## src/rtl/sp_pkg.sv

```systemverilog
// ============================================================================
// sp_pkg
// ----------------------------------------------------------------------------
// Shared definitions for the serial-to-parallel receiver (and the matching
// transmitter model): alignment symbol, lock threshold default, the last bit
// position of a byte, and the receiver state encoding.
// ============================================================================
package sp_pkg;

    // Idle / alignment symbol, transmitted MSB first.
    localparam logic [7:0] COM_DEFAULT       = 8'hBC;

    // Consecutive aligned COMs needed before the receiver declares lock.
    localparam int         COM_COUNT_DEFAULT = 4;

    // bit_cnt value on the cycle that samples the last bit of a byte.
    localparam logic [2:0] BIT_LAST          = 3'd7;

    typedef enum logic [1:0] {
        SEARCH = 2'd0,  // hunting for COM with a sliding window
        SYNC   = 2'd1,  // candidate alignment found, counting aligned COMs
        LOCKED = 2'd2   // aligned; non-COM bytes are delivered downstream
    } sp_state_e;

    // Lock target as a 4-bit count; COM_COUNT is legal in 1..15.
    function automatic logic [3:0] com_target(input int count);
        return 4'(count);
    endfunction

endpackage : sp_pkg

```

## src/rtl/serial_paralelo_verde_if.sv

```systemverilog
// ============================================================================
// serial_paralelo_verde_if
// ----------------------------------------------------------------------------
// Bundles the receiver's serial input and byte-side outputs.
//   data_in   : serial bit stream, MSB of each byte first
//   data_out  : last received non-COM byte, holds between pulses
//   valid_out : one-cycle pulse when data_out is updated
//   active    : high while the receiver is locked
// Modports:
//   master : the link side (drives data_in, observes the byte outputs)
//   slave  : the receiver itself
// ============================================================================
interface serial_paralelo_verde_if;

    logic       data_in;
    logic [7:0] data_out;
    logic       valid_out;
    logic       active;

    modport master (
        output data_in,
        input  data_out,
        input  valid_out,
        input  active
    );

    modport slave (
        input  data_in,
        output data_out,
        output valid_out,
        output active
    );

endinterface : serial_paralelo_verde_if

```

## src/rtl/serial_paralelo_verde.sv

```systemverilog
// ============================================================================
// serial_paralelo_verde
// ----------------------------------------------------------------------------
// Serial-to-parallel receiver for the bit link. Runs entirely on the serial
// bit clock; byte boundaries come from a 3-bit counter. The receiver hunts for
// the COM symbol with a sliding window, confirms the alignment over COM_COUNT
// consecutive aligned COMs, then delivers every non-COM byte as a one-cycle
// valid pulse. COM bytes seen while locked are idle fill and are dropped.
//
// Ports:
//   clk32_f : serial bit clock, all logic on posedge
//   reset   : asynchronous, active-low reset
//   sp      : serial_paralelo_verde_if.slave (data_in, data_out, valid_out,
//             active)
//
// Parameters:
//   COM_SYMBOL : alignment / idle symbol (default 8'hBC)
//   COM_COUNT  : aligned COMs required to lock, 1..15 (default 4)
//
// Build option:
//   SP_REALIGN_EN : when defined, a COM completing off the byte boundary while
//                   locked is treated as a misalignment; the receiver drops
//                   active and re-synchronises on the new alignment. When
//                   undefined, lock holds until reset.
// ============================================================================
module serial_paralelo_verde
    import sp_pkg::*;
#(
    parameter logic [7:0] COM_SYMBOL = COM_DEFAULT,
    parameter int         COM_COUNT  = COM_COUNT_DEFAULT
) (
    input  logic                   clk32_f,
    input  logic                   reset,
    serial_paralelo_verde_if.slave sp
);

    localparam logic [3:0] COM_TGT       = com_target(COM_COUNT);
    // With a threshold of one, the first COM found is already enough to lock.
    localparam bit         LOCK_ON_FIRST = (COM_COUNT == 1);

    // ------------------------------------------------------------------------
    // State
    // ------------------------------------------------------------------------
    sp_state_e  state_q,     state_d;
    // Only the seven youngest bits are ever read back, so only those are kept;
    // the eighth bit of the window is always the incoming data_in.
    logic [6:0] sr_q,        sr_d;
    logic [2:0] bit_cnt_q,   bit_cnt_d;
    logic [3:0] com_cnt_q,   com_cnt_d;
    logic [7:0] data_out_q,  data_out_d;
    logic       valid_out_q, valid_out_d;
    logic       active_q,    active_d;

    // ------------------------------------------------------------------------
    // Window / compare logic shared by next-state and output processes
    // ------------------------------------------------------------------------
    logic [7:0] next_byte;
    logic       com_match;
    logic       boundary;
    logic [3:0] com_cnt_inc;
    logic       sync_done;
    logic       realign;

    assign next_byte   = {sr_q, sp.data_in};
    assign com_match   = (next_byte == COM_SYMBOL);
    assign boundary    = (bit_cnt_q == BIT_LAST);
    assign com_cnt_inc = com_cnt_q + 4'd1;
    assign sync_done   = (com_cnt_inc == COM_TGT);

`ifdef SP_REALIGN_EN
    // A COM completing anywhere but the boundary means the transmitter's byte
    // framing has moved under us.
    assign realign = (state_q == LOCKED) && com_match && !boundary;
`else
    assign realign = 1'b0;
`endif

    // ------------------------------------------------------------------------
    // State register (all flops)
    // ------------------------------------------------------------------------
    // NOTE: sequential state uses non-blocking assignments so every flop
    // samples the pre-edge values of its inputs, independent of statement order.
    always_ff @(posedge clk32_f or negedge reset) begin
        if (!reset) begin
            state_q     <= SEARCH;
            sr_q        <= '0;
            bit_cnt_q   <= '0;
            com_cnt_q   <= '0;
            data_out_q  <= '0;
            valid_out_q <= 1'b0;
            active_q    <= 1'b0;
        end else begin
            state_q     <= state_d;
            sr_q        <= sr_d;
            bit_cnt_q   <= bit_cnt_d;
            com_cnt_q   <= com_cnt_d;
            data_out_q  <= data_out_d;
            valid_out_q <= valid_out_d;
            active_q    <= active_d;
        end
    end

    // ------------------------------------------------------------------------
    // Next-state logic
    // ------------------------------------------------------------------------
    // NOTE: every signal assigned in an always_comb gets a default first so no
    // path leaves it unassigned, which would otherwise infer a latch.
    always_comb begin
        state_d = state_q;
        unique case (state_q)
            SEARCH: begin
                if (com_match) begin
                    state_d = LOCK_ON_FIRST ? LOCKED : SYNC;
                end
            end
            SYNC: begin
                if (boundary) begin
                    if (!com_match) begin
                        state_d = SEARCH;
                    end else if (sync_done) begin
                        state_d = LOCKED;
                    end
                end
            end
            LOCKED: begin
                if (realign) begin
                    state_d = LOCK_ON_FIRST ? LOCKED : SYNC;
                end
            end
            default: state_d = SEARCH;
        endcase
    end

    // ------------------------------------------------------------------------
    // Datapath / output logic
    // ------------------------------------------------------------------------
    always_comb begin
        sr_d        = next_byte[6:0];
        bit_cnt_d   = bit_cnt_q + 3'd1;   // wraps 7 -> 0 on its own
        com_cnt_d   = com_cnt_q;
        data_out_d  = data_out_q;
        valid_out_d = 1'b0;               // pulse only on a delivering boundary
        active_d    = active_q;

        unique case (state_q)
            SEARCH: begin
                // Counter phase is irrelevant until a COM fixes the alignment.
                bit_cnt_d = bit_cnt_q;
                if (com_match) begin
                    bit_cnt_d = '0;
                    com_cnt_d = 4'd1;
                    active_d  = LOCK_ON_FIRST;
                end
            end
            SYNC: begin
                // Off-boundary COM matches are ignored here: a COM straddling
                // the boundary must not restart the count.
                if (boundary) begin
                    if (!com_match) begin
                        com_cnt_d = '0;
                    end else begin
                        com_cnt_d = com_cnt_inc;
                        if (sync_done) begin
                            active_d = 1'b1;
                        end
                    end
                end
            end
            LOCKED: begin
                if (realign) begin
                    bit_cnt_d = '0;
                    com_cnt_d = 4'd1;
                    active_d  = LOCK_ON_FIRST;
                end else if (boundary && !com_match) begin
                    data_out_d  = next_byte;
                    valid_out_d = 1'b1;
                end
            end
            default: begin
                com_cnt_d = '0;
                active_d  = 1'b0;
            end
        endcase
    end

    assign sp.data_out  = data_out_q;
    assign sp.valid_out = valid_out_q;
    assign sp.active    = active_q;

endmodule : serial_paralelo_verde

```

## src/flat_wrapper.sv

```systemverilog
// flat-port wrapper written by rule: the top's interface ports become plain ports
module serial_paralelo_verde_flat import sp_pkg::*;
#(
    parameter logic [7:0] COM_SYMBOL = COM_DEFAULT,
    parameter int         COM_COUNT  = COM_COUNT_DEFAULT
)
  (clk32_f, reset, sp_data_in, sp_data_out, sp_valid_out, sp_active);
  serial_paralelo_verde_if sp_i ();
  input  logic clk32_f;
  input  logic reset;
  input wire logic [$bits(sp_i.data_in)-1:0] sp_data_in;
  output wire logic [$bits(sp_i.data_out)-1:0] sp_data_out;
  output wire logic [$bits(sp_i.valid_out)-1:0] sp_valid_out;
  output wire logic [$bits(sp_i.active)-1:0] sp_active;
  assign sp_i.data_in = sp_data_in;
  assign sp_data_out = sp_i.data_out;
  assign sp_valid_out = sp_i.valid_out;
  assign sp_active = sp_i.active;
  serial_paralelo_verde #(.COM_SYMBOL(COM_SYMBOL), .COM_COUNT(COM_COUNT)) u_core (.clk32_f(clk32_f), .reset(reset), .sp(sp_i));
endmodule
```

## config.mk

```make
export PLATFORM = sky130hd
export DESIGN_NAME = serial_paralelo_verde_flat
export DESIGN_NICKNAME = d
export VERILOG_FILES = /design/src/rtl/sp_pkg.sv /design/src/rtl/serial_paralelo_verde_if.sv /design/src/rtl/serial_paralelo_verde.sv /design/src/flat_wrapper.sv
export SDC_FILE = /design/constraint.sdc
export NUM_CORES = 1
export LEC_CHECK = 0
export CAP_MARGIN = 20
export CORE_MARGIN = 2
export CORE_UTILIZATION = 50
export CTS_CLUSTER_DIAMETER = 200
export DETAILED_ROUTE_END_ITERATION = 10
export HOLD_SLACK_MARGIN = 0.05
export PLACE_DENSITY = 0.72
export RECOVER_POWER = 50
export SYNTH_ARGS = -nofsm -noshare
export SYNTH_HDL_FRONTEND = slang
export SYNTH_SLANG_ARGS = --single-unit
```

## constraint.sdc

```tcl
create_clock -name clk32_f -period 3.82 [get_ports clk32_f]
set_clock_uncertainty 0.1 [all_clocks]
set_input_delay 0.955 -clock clk32_f [delete_from_list [all_inputs] [get_ports clk32_f]]
set_output_delay 0.955 -clock clk32_f [all_outputs]
set_load 0.005 [all_outputs]
```

======== Yosys cells after proc, flatten, opt, wreduce, memory -nomap -nowiden ========
Cells that the tools add are included.
word-level totals
  bits in registers ....................... 26
  bits of input ports ..................... 3
  output and inout port bits .............. 10
  logic and storage cells ................. 45
cells by class
  $add $sub $neg .......................... 2
  equal/unequal tests ..................... 10
  muxes and demuxes ....................... 18
  bitwise logic cells ..................... 1
  reduce and logical (&&, ||, !) cells .... 7
operators with widths
  operator             number
  $mux 4               3
  $pmux 4 s3           1
  $eq 8x8->1 const B   1
  $mux 2               4
  $ne 2x1->1 const B   4
  $mux 1               6
  $mux 3               2
  $pmux 2 s3           1
  $reduce_and 5->1     1
  $add 4x1->4 const B  1
  $eq 4x3->1 const B   1
  $reduce_and 4->1     1
  $add 3x1->3 const B  1
  $eq 3x3->1 const B   1
  $ne 3x3->1 const B   1
  $pmux 1 s3           1
  $reduce_and 3->1     1
  $eq 2x1->1 const B   1
  $eq 2x2->1 const B   1
  $logic_not 2->1      1
  $reduce_and 2->1     1
  $logic_and 1x1->1    1
  $logic_not 1->1      1
  $not 1->1            1

======== Longest topological paths before layout ========
  depth in word-level cells ............... 6
  mapped depth ............................ 6
  depth with buffers taken out ............ 6

======== Worst setup path before layout ========
OpenSTA, ideal clock, no wires.
  kind .................................... input-to-reg
  from .................................... input sp_data_in
  to ...................................... register u_core.data_out_q[0] (netlist: u_core.sp.data_out[0])
  library setup time ...................... 125 ps
  data arrival time ....................... 1924 ps
  required time ........................... 3595 ps
  slack ................................... 1671 ps
  stages on the path ...................... 4
  path buffers ............................ 0
  cells stage by stage .................... nand4bb_1 -> nor2_2 -> nor2_8 -> mux2_4
on the way
  longest elaborated chain between the ends .. 4
RTL lines
  element                     RTL line                      RTL
  start: declaration          flat_wrapper.sv:11            input wire logic [$bits(sp_i.data_in)-1:0] sp_data_in;
  $eq 8x8->1                  serial_paralelo_verde.sv:65   assign com_match = (next_byte == COM_SYMBOL);
  $logic_not 1->1             -
  $logic_and 1x1->1           serial_paralelo_verde.sv:174  end else if (boundary && !com_match) begin
  $reduce_and 2->1 (no line)  -
  end signal: assignment      serial_paralelo_verde.sv:97   data_out_q <= data_out_d;
  end: declaration            serial_paralelo_verde.sv:50   logic [7:0] data_out_q, data_out_d;
Several ways; a longest one is shown, not always the timed one.
A chain may end at the register's enable or synchronous reset.

======== Worst setup path after layout ========
  from .................................... input sp_data_in
  to ...................................... register u_core.com_cnt_q[1]
on the way
  longest elaborated chain between the ends .. 4
  elaborated cells on any way between the ends .. 6
  those cells by class .................... 2 x eq/ne; 3 x mux; 1 x reduce/logical
RTL lines
  element                 RTL line                      RTL
  $eq 8x8->1 (*)          serial_paralelo_verde.sv:65
  $mux 4                  serial_paralelo_verde.sv:159  if (!com_match) begin
  $mux 4                  serial_paralelo_verde.sv:158  if (boundary) begin
  $pmux 4 s3              serial_paralelo_verde.sv:145  unique case (state_q)
  end signal: assignment  serial_paralelo_verde.sv:96   com_cnt_q <= com_cnt_d;
  end: declaration        serial_paralelo_verde.sv:49   logic [3:0] com_cnt_q, com_cnt_d;
Mark *: on every way between the ends. The rest lies on a longest branch, timed or not. The select of a mux whose other input is x is not followed.

==> metrics.txt <==
placed insts=128; Post-Syn Instances=88; Seq cells post-synth=26; Syn Area/Cell=13.0 um2; post-synthesis cell type count=37; switching share of power=19.0%; layout cells sized above 1=16.3%; worst endpoint data arrival time=2.74 ns; sequential fraction of the synthesis area=56.8%; status=finished clean; Post-synth ARST share=100%; crit path max fanout=6; I/O pins=13; Clock Path Buffers=2; HPWL Detailed=1370 um; Pins Over Slew Limit=0; Die Y=51.9 um; leading area contributor after synthesis=dfrtp_1; GP Congestion=0.825; Final Cycle Share=68.4%; Final Hold Fails=0; WS Path Type=in -> reg; Root Driver=clkbuf_4; global-route wire length before repair=3350 um; post-route DRC violation count=0; final wirelength=1930 um; Comb pwr share=4.9%; initial DRC count=6; H-tree levels=1; antenna diode count=0; Slew @ Worst Pin=1.34 ns; clock network fraction of total power=37.3%; gr ovfl total=0; maximum VDD drop=0.313 mV; CTS buffer count=3; synthesized area=0.00114 mm2; Vias=756; Power Density=369 mW/mm2; crit end category=flip-flop; Relative slew margins=10.8%; Sw Pwr=94.7 uW; die area=0.00269 mm2; CP startpoint kind=primary input; Die W=51.9 um; top post-synthesis cells by area=dfrtp_1 57%, mux2_4 9.2%, ha_1 4.4%, o21ai_0 3.1%, nor2_8 1.7%; Layout Cells excl Fill=132; RSZ-0062 raised after global routing=no; # rows=17; Tot Pwr=499 uW; EDFF count, synth=0; Synthesized Nets=95; Internal=404 uW; vias per cell=5.73; CP required=3.95 ns; YS warnings=0; Layout area overhead=18.1%; Min Hold Slack=0.316 ns; Initial Utilization=52.3%; CTS tree=yes; setup TNS=0 ns; initial antenna violation count=0; Post-CTS Hold Buffers=0; number of global-route vias before repair=744; final net count=112; Final setup viols=0; Main synth FF type=dfrtp_1; worst skew pair latency=0.32 ns; Routed WL per cell=14.6 um; Seq pwr share=57.8%; CTS-repair resized insts=0; crit path time final=2.61 ns; Clk pin slew, worst setup/hold paths=0.14 ns; core area=0.00219 mm2; Sink Count=26; DR pass1 iterations=4; share of the synthesized area in the top cell type=56.8%; port bufs=12; P_leak=0.000572 uW; worst min-delay path category=reg -> reg; GRT Util Overall=17.3%; Max-Cap Viols=0; post-route antenna net violation count=0; largest net degree at the start of global routing=27; Max Freq=383 MHz; Post-CTS Setup Inserts=0
## flip-flops by register name, indices dropped and copies added (netlist names)
register             cells
u_core.state_q           2
u_core.sr_q              7
u_core.sp.active         1
u_core.bit_cnt_q         3
u_core.com_cnt_q         4
u_core.sp.valid_out      1
u_core.sp.data_out       8
## cell families after synthesis
logic type | Yosys count | share of synthesized area, %
DFF | 26 | 56.8
and+or+nand+nor | 24 | 14.6
AOI/OAI and AO/OA | 21 | 12.5
muxes | 8 | 10.1
adders and majority gates | 4 | 4.37
buffers and inverters | 5 | 1.64
## final timing paths
| check | start | end | slack [ns] | cells past startpoint |
|---|---|---|---|---|
| max in group asynchronous | reset | u_core.sr_q[3] | 1.50 | 2 |
| setup reg to reg | u_core.bit_cnt_q[0] | u_core.sp.data_out[4] | 1.84 | 6 |
| hold reg to reg | u_core.sr_q[5] | u_core.sr_q[6] | 0.32 | 0 |
| min in group asynchronous | reset | u_core.state_q[0] | 1.34 | 2 |
| setup / recovery | sp_data_in | u_core.com_cnt_q[1] | 1.21 | 5 |
| hold / removal | u_core.sr_q[5] | u_core.sr_q[6] | 0.32 | 0 |
## cells in the final DEF (no fill, tap or decap), drive strengths merged, types with 2 or more instances in the layout
cell type and n:
clkdlybuf4s50 10, dlygate4sd3 2, dfrtp 26, nand3 2
nor3 2, o21ai 7, nor2 4, o31ai 2
inv 4, mux2 7, o22ai 2, nand2 5
ha 4, clkbuf 4
## worst max-delay path, stage by stage
cell,delay [ns]
dlygate4sd3_1,0.57
nand4bb_1,0.36
nor3_1,0.53
a22oi_1,0.15
o32ai_1,0.17
## layout make-up
cell class | count | area [um2]
Fill cell | 177 | 838
Sequential cell | 26 | 651
Inverter | 4 | 15.0
Clock buffer | 3 | 22.5
Multi-Input combinational cell | 57 | 475
Clock inverter | 1 | 30.0
Timing Repair Buffer | 13 | 124
Tap cell | 28 | 35.0
## through the flow
step	area, um2	utilization, %	setup slack, ns
floorplan	1140	-	1.67
global placement	1300	59.5	1.09
detailed placement	1300	59.5	1.02
CTS	1360	61.9	1.36
global route	1350	61.7	1.05
finish	1350	61.7	1.21
## power groups by stage
stage	registers, uW	logic, uW	clock network [uW]
3_5_place_dp	294	25.8	0
5_1_grt	290	27.1	200
2_1_floorplan	293	7.46	0
3_3_place_gp	293	25.7	0
4_1_cts	289	26.0	189
6_report	288	24.5	186
## cell usage after synthesis, types with 2 or more instances
| master | n |
|---|---|
| dfrtp_1 | 26 |
| ha_1 | 4 |
| inv_1 | 3 |
| mux2_4 | 7 |
| nand2_1 | 5 |
| nand3_1 | 2 |
| nor2_1 | 2 |
| nor3_1 | 2 |
| o21ai_0 | 7 |
| o22ai_1 | 2 |
| o31ai_1 | 2 |
## layer usage
metal | GRT usage (%) | vias to the layer above | part of all wire, %
met5 | 0 | - | 0
met2 | 26.4 | 15 | 47
met4 | 7.89 | 0 | 1.6
met3 | 4.31 | 4 | 4.4
met1 | 23.2 | 375 | 47
li1 | - | 362 | -
No activity file was read; power rests on OpenSTA's default activity.
